## src/rtl/cipher_pkg.sv

```systemverilog
// Shared types and helpers for the iterative 8-bit round cipher.
// Round key: rotl(key, i mod 8) ^ i.
package cipher_pkg;

    localparam int BYTE_W = 8;

    typedef enum logic [1:0] {
        ST_IDLE = 2'd0,
        ST_RUN  = 2'd1,
        ST_DONE = 2'd2
    } cipher_state_e;

    // Wrap-around left rotation by 0..7.
    function automatic logic [BYTE_W-1:0] rotl(input logic [BYTE_W-1:0] x, input logic [2:0] n);
        logic [2*BYTE_W-1:0] w_dbl;
        w_dbl = {x, x} << n;
        return w_dbl[2*BYTE_W-1:BYTE_W];
    endfunction

    function automatic logic [BYTE_W-1:0] rotr1(input logic [BYTE_W-1:0] x);
        return {x[0], x[BYTE_W-1:1]};
    endfunction

    function automatic logic [BYTE_W-1:0] rotl1(input logic [BYTE_W-1:0] x);
        return {x[BYTE_W-2:0], x[BYTE_W-1]};
    endfunction

    function automatic logic [BYTE_W-1:0] rk(input logic [BYTE_W-1:0] key, input logic [BYTE_W-1:0] i);
        return rotl(key, i[2:0]) ^ i;
    endfunction

endpackage

```

## src/rtl/cipher_round_engine_if.sv

```systemverilog
// Byte-in / byte-out valid/ready bus of the cipher engine.
interface cipher_round_engine_if;
    import cipher_pkg::*;

    logic              in_valid;
    logic              in_ready;
    logic [BYTE_W-1:0] in_data;
    logic [BYTE_W-1:0] in_key;
    logic              out_valid;
    logic              out_ready;
    logic [BYTE_W-1:0] out_data;

    modport master (
        output in_valid, in_data, in_key, out_ready,
        input  in_ready, out_valid, out_data
    );

    modport slave (
        input  in_valid, in_data, in_key, out_ready,
        output in_ready, out_valid, out_data
    );

endinterface

```

## src/rtl/cipher_round_engine_round.sv

```systemverilog
// Single combinational cipher round; dir=0 encrypts, dir=1 decrypts.
// In an encrypt-only build the top ties dir low and the decrypt leg folds away.
module cipher_round
    import cipher_pkg::*;
(
    input  logic [BYTE_W-1:0] i_s,
    input  logic [BYTE_W-1:0] i_rk,
    input  logic              i_dir,
    output logic [BYTE_W-1:0] o_s
);

    // Decrypt undoes encrypt: rotate left first, then strip the round key.
    always_comb begin
        o_s = rotr1(i_s ^ i_rk);
        if (i_dir) begin
            o_s = rotl1(i_s) ^ i_rk;
        end
    end

endmodule

```

## src/rtl/cipher_round_engine.sv

```systemverilog
// Iterative round cipher: accept a byte+key, run ROUNDS rounds (one per
// clock), then hold the result until the consumer takes it.
// Optional macro CIPHER_DECRYPT_EN adds the mode port and decrypt direction.
module cipher_round_engine
    import cipher_pkg::*;
#(
    parameter int ROUNDS = 4,
    parameter int RW     = 8
) (
    input  logic                 clk,
    input  logic                 rst_n,
`ifdef CIPHER_DECRYPT_EN
    input  logic                 mode,
`endif
    cipher_round_engine_if.slave bus,
    output logic                 busy
);

    localparam logic [RW-1:0] LAST = RW'(ROUNDS - 1);

    cipher_state_e     r_fsm, w_next_fsm;
    logic [BYTE_W-1:0] r_state;
    logic [BYTE_W-1:0] r_key;
    logic [RW-1:0]     r_cnt;

    logic              w_in_ready;
    logic              w_out_valid;
    logic              w_busy;
    logic              w_accept;
    logic              w_dir;
    logic              w_last;
    logic [RW-1:0]     w_start;
    logic [BYTE_W-1:0] w_rk;
    logic [BYTE_W-1:0] w_round;

`ifdef CIPHER_DECRYPT_EN
    logic r_mode;

    // Direction is frozen at accept so a mid-block mode change is ignored.
    always_ff @(posedge clk or negedge rst_n) begin
        if (!rst_n)        r_mode <= 1'b0;
        else if (w_accept) r_mode <= mode;
    end

    assign w_dir   = r_mode;
    assign w_start = mode ? LAST : '0;
`else
    assign w_dir   = 1'b0;
    assign w_start = '0;
`endif

    assign w_accept = bus.in_valid & w_in_ready;
    assign w_last   = w_dir ? (r_cnt == '0) : (r_cnt == LAST);
    assign w_rk     = rk(r_key, BYTE_W'(r_cnt));

    cipher_round u_round (
        .i_s   (r_state),
        .i_rk  (w_rk),
        .i_dir (w_dir),
        .o_s   (w_round)
    );

    // FSM state register.
    always_ff @(posedge clk or negedge rst_n) begin
        if (!rst_n) r_fsm <= ST_IDLE;
        else        r_fsm <= w_next_fsm;
    end

    // Next state and handshake outputs; ready only in IDLE, valid only in DONE.
    always_comb begin
        w_next_fsm  = r_fsm;
        w_in_ready  = 1'b0;
        w_out_valid = 1'b0;
        w_busy      = 1'b0;
        case (r_fsm)
            ST_IDLE: begin
                w_in_ready = 1'b1;
                if (bus.in_valid) w_next_fsm = ST_RUN;
            end
            ST_RUN: begin
                w_busy = 1'b1;
                if (w_last) w_next_fsm = ST_DONE;
            end
            ST_DONE: begin
                w_busy      = 1'b1;
                w_out_valid = 1'b1;
                if (bus.out_ready) w_next_fsm = ST_IDLE;
            end
            default: w_next_fsm = ST_IDLE;
        endcase
    end

    // Block state, key and round index; the counter parks on the last index.
    always_ff @(posedge clk or negedge rst_n) begin
        if (!rst_n) begin
            r_state <= '0;
            r_key   <= '0;
            r_cnt   <= '0;
        end else if (w_accept) begin
            r_state <= bus.in_data;
            r_key   <= bus.in_key;
            r_cnt   <= w_start;
        end else if (r_fsm == ST_RUN) begin
            r_state <= w_round;
            if (!w_last) r_cnt <= w_dir ? (r_cnt - RW'(1)) : (r_cnt + RW'(1));
        end
    end

    assign bus.in_ready  = w_in_ready;
    assign bus.out_valid = w_out_valid;
    assign bus.out_data  = r_state;
    assign busy          = w_busy;

endmodule

```

## src/flat_wrapper.sv

```systemverilog
// flat-port wrapper written by rule: the top's interface ports become plain ports
module cipher_round_engine_flat import cipher_pkg::*;
#(
    parameter int ROUNDS = 4,
    parameter int RW     = 8
)
  (clk, rst_n, busy, bus_in_valid, bus_in_data, bus_in_key, bus_out_ready, bus_in_ready, bus_out_valid, bus_out_data);
  cipher_round_engine_if bus_i ();
  input  logic clk;
  input  logic rst_n;
  output logic busy;
  input wire logic [$bits(bus_i.in_valid)-1:0] bus_in_valid;
  input wire logic [$bits(bus_i.in_data)-1:0] bus_in_data;
  input wire logic [$bits(bus_i.in_key)-1:0] bus_in_key;
  input wire logic [$bits(bus_i.out_ready)-1:0] bus_out_ready;
  output wire logic [$bits(bus_i.in_ready)-1:0] bus_in_ready;
  output wire logic [$bits(bus_i.out_valid)-1:0] bus_out_valid;
  output wire logic [$bits(bus_i.out_data)-1:0] bus_out_data;
  assign bus_i.in_valid = bus_in_valid;
  assign bus_i.in_data = bus_in_data;
  assign bus_i.in_key = bus_in_key;
  assign bus_i.out_ready = bus_out_ready;
  assign bus_in_ready = bus_i.in_ready;
  assign bus_out_valid = bus_i.out_valid;
  assign bus_out_data = bus_i.out_data;
  cipher_round_engine #(.ROUNDS(ROUNDS), .RW(RW)) u_core (.clk(clk), .rst_n(rst_n), .bus(bus_i), .busy(busy));
endmodule
```

## config.mk

```make
export PLATFORM = sky130hd
export DESIGN_NAME = cipher_round_engine_flat
export DESIGN_NICKNAME = d
export VERILOG_FILES = /design/src/rtl/cipher_pkg.sv /design/src/rtl/cipher_round_engine_if.sv /design/src/rtl/cipher_round_engine_round.sv /design/src/rtl/cipher_round_engine.sv /design/src/flat_wrapper.sv
export SDC_FILE = /design/constraint.sdc
export NUM_CORES = 1
export LEC_CHECK = 0
export CAP_MARGIN = 20
export CORE_MARGIN = 2
export CORE_UTILIZATION = 45
export DETAILED_ROUTE_END_ITERATION = 16
export GPL_TIMING_DRIVEN = 0
export PLACE_DENSITY = 0.7
export SYNTH_ARGS = -nofsm -noshare
export SYNTH_HDL_FRONTEND = slang
export SYNTH_SLANG_ARGS = --single-unit
```

## constraint.sdc

```tcl
create_clock -name clk -period 2 [get_ports clk]
set_clock_uncertainty 0.1 [all_clocks]
set_input_delay 0.4 -clock clk [delete_from_list [all_inputs] [get_ports clk]]
set_output_delay 0.4 -clock clk [all_outputs]
set_load 0.05 [all_outputs]
```

==> out/qor.csv, run 1 <==
stage,metric,value,unit
status,status,"complete, but fails checks",
status,failing checks,setup timing,
die,die span in y,66.93,microns
synthesis,Synth top cells by count,"dfrtp_1 (26), mux2i_1 (17), nor2_1 (15), mux2_2 (9), mux4_2 (9)",
synthesis,"FFs w/ async S/R, synth",100.0,%
drt,Vias per Instance,5.718,
setup_path,CP arrival,2190,ps
die,total core area,0.003744,sq mm
placed_design,HPWL after DPL,3123,microns
sta,Worst Tran Pin Value,674.5,ps
clocking,hold buffers post-CTS,0,
clocking,"Clk pin slew, worst setup/hold paths",100,ps
placed_design,DP Worst Slack,-206.8,ps
job,Max-Cap Viols,0,
clocking,Max clock buf depth,2,
sta,Max Slew Vio Count,0,
global_routing,largest net degree at the start of global routing,16,
placed_design,Placed Area,0.002181,sq mm
synthesis,synth top area cells,"dfrtp_1 (37%), mux4_2 (11%), mux2i_1 (9.6%)",
setup_path,CP endpoint kind,register,
synthesis,Yosys top cell area share,36.52,%
setup_path,WP data required,2120,ps
sta,final hold vios,0,
global_routing,GRT Util Overall,20.78,%
clocking,Skew-Pair Late Insertion Delay,280,ps
synthesis,Syn Nets,185,
drt,post-route ant nets,0,
sta,fmax,0.4834,GHz
layout,Area Overhead vs Synth,31.11,%
synthesis,cell taking the most area after synthesis,dfrtp_1,
layout,n_diodes,0,
synthesis,syn avg cell area,11.14,sq um
die,# rows,22,
synthesis,Syn Inst Count,160,
synthesis,number of flops mapped to enable cells by yosys,0,
clocking,CTS tree,done,
drt,Vias,1401,
synthesis,Synth cell types,33,
global_routing,number of global-route vias before repair,1413,
layout,fin nets,223,
clocking,clock sink count,26,
clocking,CTS Buf Count,3,
drt,DR pass1 iterations,4,
drt,wire per inst,16.71,microns
clocking,Root Driver,clkbuf_8,
sta,Slew headroom,54.89,%
die,Die W,66.93,microns
drt,routed wire length,4095,microns
layout,share of layout cells above drive strength 1,25.89,%
die,Initial Utilization,47.59,%
setup_path,critical path class,reg2reg,
layout,Final Instance Area,0.002336,sq mm
power_and_ir_drop,Lkg Pwr,0.9828,nW
synthesis,Yosys reg bits,26,
placed_design,I/O Buffers,29,
synthesis,sequential area share after synthesis,36.52,%
die,num ports,31,
global_routing,first-pass GRT wire length,6831,microns
drt,DRC viols,0,
sta,minimum clock period,2069,ps
global_routing,GRT overflow,0,
placed_design,gpl congestion,0.8674,
sta,Final setup viols,1,
min_path,Hold Path Class,in2async,
setup_path,R2R cell count,5,
setup_path,crit-path max FO,6,
global_routing,initial antenna violation count,0,
die,Die Area,0.004479,sq mm
power_and_ir_drop,pwr/cell area,1831,mW/mm^2
synthesis,Synth Flop Type,dfrtp_1,
sta,RSZ-0062 raised after global routing,yes,
synthesis,YS warnings,0,
setup_path,crit path launch type,register,
layout,Fillers,328,
sta,worst setup margin,-68.68,ps
drt,Initial DRC Count,91,
power_and_ir_drop,Peak VDD IR,0.0008716,V
synthesis,most common cell in the netlist,dfrtp_1,
synthesis,Synth Cell Area,0.001782,sq mm
clocking,CTS H-tree lvls,1,
sta,"Period Utilization, post-route",103.4,%
## power by group
| part | switching [W] | internal [W] |
|---|---|---|
| clock network | 0.000175 | 0.000268 |
| registers | 0.000260 | 0.000749 |
| logic | 0.00147 | 0.00135 |
## worst paths after layout
kind,start,endpoint,slack [ps]
setup / recovery,u_core.r_cnt[1]$_DFFE_PN0P_,u_core.bus.out_data[1]$_DFFE_PN0P_,-70
hold / removal,rst_n,u_core.bus.out_data[1]$_DFFE_PN0P_,420
setup reg to reg,u_core.r_cnt[1]$_DFFE_PN0P_,u_core.bus.out_data[1]$_DFFE_PN0P_,-70
hold reg to reg,u_core.r_fsm[0]$_DFFE_PN0P_,u_core.r_fsm[0]$_DFFE_PN0P_,460
max in group asynchronous,rst_n,u_core.r_cnt[0]$_DFFE_PN0P_,860
min in group clk,u_core.r_fsm[0]$_DFFE_PN0P_,u_core.r_fsm[0]$_DFFE_PN0P_,460
## timing repair
item,4_1_cts,5_1_grt
resized for setup,21,19
hold endpoints to repair,0,0
gates cloned,0,0
endpoints found under the setup margin,18,17
buffers inserted,3,0
## flip-flops by register name, indices dropped and copies added, names as in the netlist
name	count
u_core.bus.out_data	8
u_core.r_fsm	2
u_core.r_key	8
u_core.r_cnt	8
## placed cells by master, fill, tap and decap left out, types with 3 or more instances in the layout
cell | netlist | final
buf_6 | 1 | 3
dlygate4sd2_1 | 0 | 3
clkbuf_4 | 0 | 3
mux2_2 | 9 | 9
clkdlybuf4s50_1 | 0 | 18
o2bb2ai_1 | 7 | 7
mux2i_2 | 0 | 4
nor2_1 | 15 | 15
xnor2_1 | 7 | 7
nand2_1 | 8 | 8
inv_1 | 4 | 3
o211ai_1 | 8 | 8
clkbuf_8 | 0 | 3
nor2b_1 | 7 | 7
clkbuf_2 | 0 | 4
mux4_2 | 9 | 9
buf_4 | 0 | 3
dlymetal6s2s_1 | 0 | 5
mux2i_1 | 17 | 13
nand3_1 | 3 | 3
dfrtp_1 | 26 | 26
xor2_1 | 7 | 7
## kinds of logic (layout without fill, tap and decap cells)
group	Yosys count	count (layout)	share of synthesized area, %
AO/OA/AOI/OAI	19	19	8.427
XOR/XNOR	14	14	6.882
adder cells (fa/ha/maj)	5	5	3.511
buffers and inverters	15	52	3.722
flip-flops	26	26	36.52
multiplexers	37	37	28.09
AND/OR/NAND/NOR	44	44	12.85
## cell type report
class / instances / area (sq um) / share of cell area [%]
plain buffers: 11 / 80.08 / 3.428
inverters: 4 / 15.01 / 0.6427
well taps: 48 / 60.06 / 2.571
flip-flops and latches: 26 / 650.6 / 27.85
multi-input cells: 119 / 1112 / 47.62
clock inverters: 1 / 30.03 / 1.285
clock buffers: 3 / 41.29 / 1.768
repair buffers: 33 / 346.6 / 14.84
## critical path, cell delays in order, from the launching register on
cell and delay [ps]:
dfrtp_1 400, buf_6 140, mux2_4 290, mux4_2 510, or4b_1 480, nand3_1 90
## routing by layer
layer / track usage [%] / wire length, microns / share of wire (%) / vias to the layer above
li1: - / - / - / 659
met3: 4.054 / 158 / 3.9 / 6
met5: 0 / 0 / 0 / -
met4: 5.867 / 55 / 1.3 / 0
met1: 25.84 / 1784 / 44 / 709
met2: 36.50 / 2096 / 51 / 27
## stage by stage
stage               utilization [%]  power [W]  hold slack [ps]  TNS, ps  std cells
floorplan                         -   0.003079            4.409        0        160
global placement              57.52   0.003595            401.6   -924.9        237
detailed placement            58.26   0.003703            435.0    -1165        238
CTS                           61.50   0.004220            456.8   -152.8        245
global route                  62.40   0.004571            458.4   -528.6        245
finish                        62.40   0.004276            423.2   -68.68        245
Power figures use the tool's default switching activity.
==> run 2, diff against run 1 <==
==> constraint.sdc (replaced) <==
create_clock -name clk -period 2 [get_ports clk]
set_clock_uncertainty 0.1 [all_clocks]
set_input_delay 0.4 -clock clk [delete_from_list [all_inputs] [get_ports clk]]
set_output_delay 0.4 -clock clk [all_outputs]
set_load 0.01 [all_outputs]
==> out/qor.csv, run 2 (synthesis results as in run 1) <==
stage,metric,value,unit,change
status,status,"complete, but fails checks",,unchanged
status,failing checks,setup timing,,unchanged
die,# rows,22,,unchanged
placed_design,I/O Buffers,29,,unchanged
die,die span in y,66.93,microns,unchanged
placed_design,gpl congestion,0.8665,,was 0.8674
clocking,CTS Buf Count,3,,unchanged
layout,Area Overhead vs Synth,30.83,%,was 31.11%
drt,wire per inst,16.47,microns,was 16.71 microns
layout,most frequent cells in the layout,"clkdlybuf4s50_1 (26), dfrtp_1 (25), nor2_1 (15)",,"was dfrtp_1 (26), clkdlybuf4s50_1 (18), nor2_1 (15)"
drt,Vias,1416,,was 1401
clocking,clock sink count,26,,unchanged
clocking,Skew-Pair Late Insertion Delay,270,ps,was 280 ps
setup_path,CP arrival,2200,ps,was 2190 ps
sta,fmax,0.4808,GHz,was 0.4834 GHz
placed_design,HPWL after DPL,3003,microns,was 3123 microns
power_and_ir_drop,Peak VDD IR,0.0008198,V,was 0.0008716 V
power_and_ir_drop,net switching power,0.001541,W,was 0.001907 W
sta,Max Slew Vio Count,0,,unchanged
sta,Final setup viols,2,,was 1
setup_path,flop2flop setup slack,-80,ps,was -70 ps
layout,fin nets,224,,was 223
power_and_ir_drop,Lkg Pwr,0.9750,nW,was 0.9828 nW
drt,DRC viols,0,,unchanged
job,Max-Cap Viols,0,,unchanged
setup_path,WP data required,2120,ps,about the same
layout,share of layout cells above drive strength 1,23.74,%,was 25.89%
clocking,"Clk pin slew, worst setup/hold paths",90,ps,was 100 ps
clocking,Root Driver,clkbuf_8,,unchanged
power_and_ir_drop,Sw Ratio,38.83,%,was 44.60%
die,num ports,31,,unchanged
power_and_ir_drop,power share of the clock group,11.1,%,was 10.4%
clocking,hold buffers post-CTS,0,,unchanged
power_and_ir_drop,sequential share of power,25.5,%,was 23.6%
global_routing,initial antenna violation count,0,,unchanged
drt,routed wire length,4052,microns,was 4095 microns
sta,minimum clock period,2080,ps,was 2069 ps
power_and_ir_drop,Int Pwr,0.002427,W,was 0.002369 W
power_and_ir_drop,pwr/cell area,1702,mW/mm^2,was 1831 mW/mm^2
drt,Vias per Instance,5.756,,was 5.718
clocking,Max clock buf depth,2,,unchanged
global_routing,largest net degree at the start of global routing,16,,unchanged
sta,Worst Tran Pin Value,799.8,ps,was 674.5 ps
setup_path,CP Cell Sequence,buf_6 > mux2_4 > mux4_2 > or4b_1 > nand3_1,,unchanged
setup_path,CP max stage delay,520,ps,was 510 ps
sta,final hold vios,0,,unchanged
sta,worst setup margin,-79.80,ps,was -68.68 ps
drt,Initial DRC Count,75,,was 91
setup_path,crit-path max FO,5,,was 6
placed_design,DP Worst Slack,-161.5,ps,was -206.8 ps
global_routing,GRT overflow,0,,unchanged
layout,"commonest non-fill, non-tap cell in the layout",clkdlybuf4s50_1,,was dfrtp_1
power_and_ir_drop,logic gate share of total power,63.4,%,was 66.0%
sta,Hold WS,419.8,ps,was 423.2 ps
global_routing,GRT Util Overall,19.94,%,was 20.78%
sta,RSZ-0062 raised after global routing,yes,,unchanged
global_routing,number of global-route vias before repair,1396,,was 1413
layout,Fillers,321,,was 328
sta,"Period Utilization, post-route",104.0,%,was 103.4%
sta,Slew headroom,46.68,%,was 54.89%
setup_path,CP endpoint kind,register,,unchanged
die,Initial Utilization,47.59,%,unchanged
die,Die Area,0.004479,sq mm,unchanged
drt,post-route ant nets,0,,unchanged
global_routing,first-pass GRT wire length,6651,microns,was 6831 microns
setup_path,slowest cell on the critical path,mux4_2,,unchanged
setup_path,critical path class,reg2reg,,unchanged
clocking,CTS tree,done,,unchanged
min_path,Hold Path Class,in2async,,unchanged
clocking,CTS H-tree lvls,1,,unchanged
die,total core area,0.003744,sq mm,unchanged
setup_path,crit path launch type,register,,unchanged
die,Die W,66.93,microns,unchanged
layout,n_diodes,0,,unchanged
drt,DR pass1 iterations,4,,unchanged
[run 2: cell count changes in the layout (fill, tap and decap cells not counted), sizes merged]
cell	previous run	this run
buf	8	10
dlymetal6s2s	5	2
clkdlybuf4s50	18	26
clkdlybuf4s15	2	0
dlygate4sd2	3	1
clkbuf	11	9
[run 2: area by class of cell]
cell class | instances | area [sq um] | area share [%]
clock inverter | 1 | 30.03 | 1.288
buffer | 11 | 76.32 | 3.274
clock buffer | 3 | 41.29 | 1.771
timing repair buffer | 34 | 351.6 | 15.08
inverter | 4 | 15.01 | 0.6441
multi-input combinational | 119 | 1105 | 47.40
tap | 48 | 60.06 | 2.576
sequential | 26 | 651.9 | 27.97
[run 2: metal layers]
| layer | track usage [%] | vias up | part of all wire, % |
|---|---|---|---|
| met5 | 0 | - | 0 |
| met4 | 5.612 | 0 | 1.9 |
| met3 | 4.223 | 10 | 3.9 |
| met2 | 33.63 | 36 | 51 |
| met1 | 25.72 | 712 | 43 |
| li1 | - | 658 | - |
[run 2: final timing paths]
path	start	to	depth (start not counted)
max	u_core.r_cnt[1]$_DFFE_PN0P_	u_core.bus.out_data[1]$_DFFE_PN0P_	5
min	rst_n	u_core.bus.out_data[1]$_DFFE_PN0P_	1
max reg2reg	u_core.r_cnt[1]$_DFFE_PN0P_	u_core.bus.out_data[1]$_DFFE_PN0P_	5
min reg2reg	u_core.r_fsm[1]$_DFFE_PN0P_	u_core.r_fsm[1]$_DFFE_PN0P_	2
max in group asynchronous	rst_n	u_core.r_cnt[2]$_DFFE_PN0P_	2
min in group clk	u_core.r_fsm[1]$_DFFE_PN0P_	u_core.r_fsm[1]$_DFFE_PN0P_	2
[run 2: power by group through the flow]
stage                     Clock (W)  Sequential (W)  Combinational (W)
after floorplan                   0        0.000981            0.00167
after global placement            0         0.00100            0.00221
after detailed placement          0         0.00102            0.00229
after CTS                  0.000447         0.00100            0.00238
after global routing       0.000471         0.00106            0.00273
final                      0.000440         0.00101            0.00252
[run 2: critical path: cells and delay by family, from the launching register on]
family	cells	cell delay [ps]
muxes	2	800
buffers and inverters	1	140
and+or+nand+nor	2	580
DFF	1	400
[run 2: stage by stage]
| stage | util (%) | setup TNS, ps | power [W] | std cells | area [sq um] |
|---|---|---|---|---|---|
| 3_3_place_gp | 57.19 | -742.8 | 0.003212 | 237 | 2141 |
| 2_1_floorplan | - | 0 | 0.002647 | 160 | 1790 |
| 6_report | 62.27 | -93.70 | 0.003968 | 246 | 2331 |
| 5_1_grt | 62.27 | -485.7 | 0.004255 | 246 | 2331 |
| 3_5_place_dp | 57.92 | -1150 | 0.003304 | 238 | 2168 |
| 4_1_cts | 60.83 | -239.5 | 0.003827 | 245 | 2277 |
[run 2: what timing repair did]
item | in CTS | in global routing
gates resized for setup | 8 | 17
setup endpoints to repair | 15 | 12
setup buffers | 3 | 1
pin swaps | 0 | 0
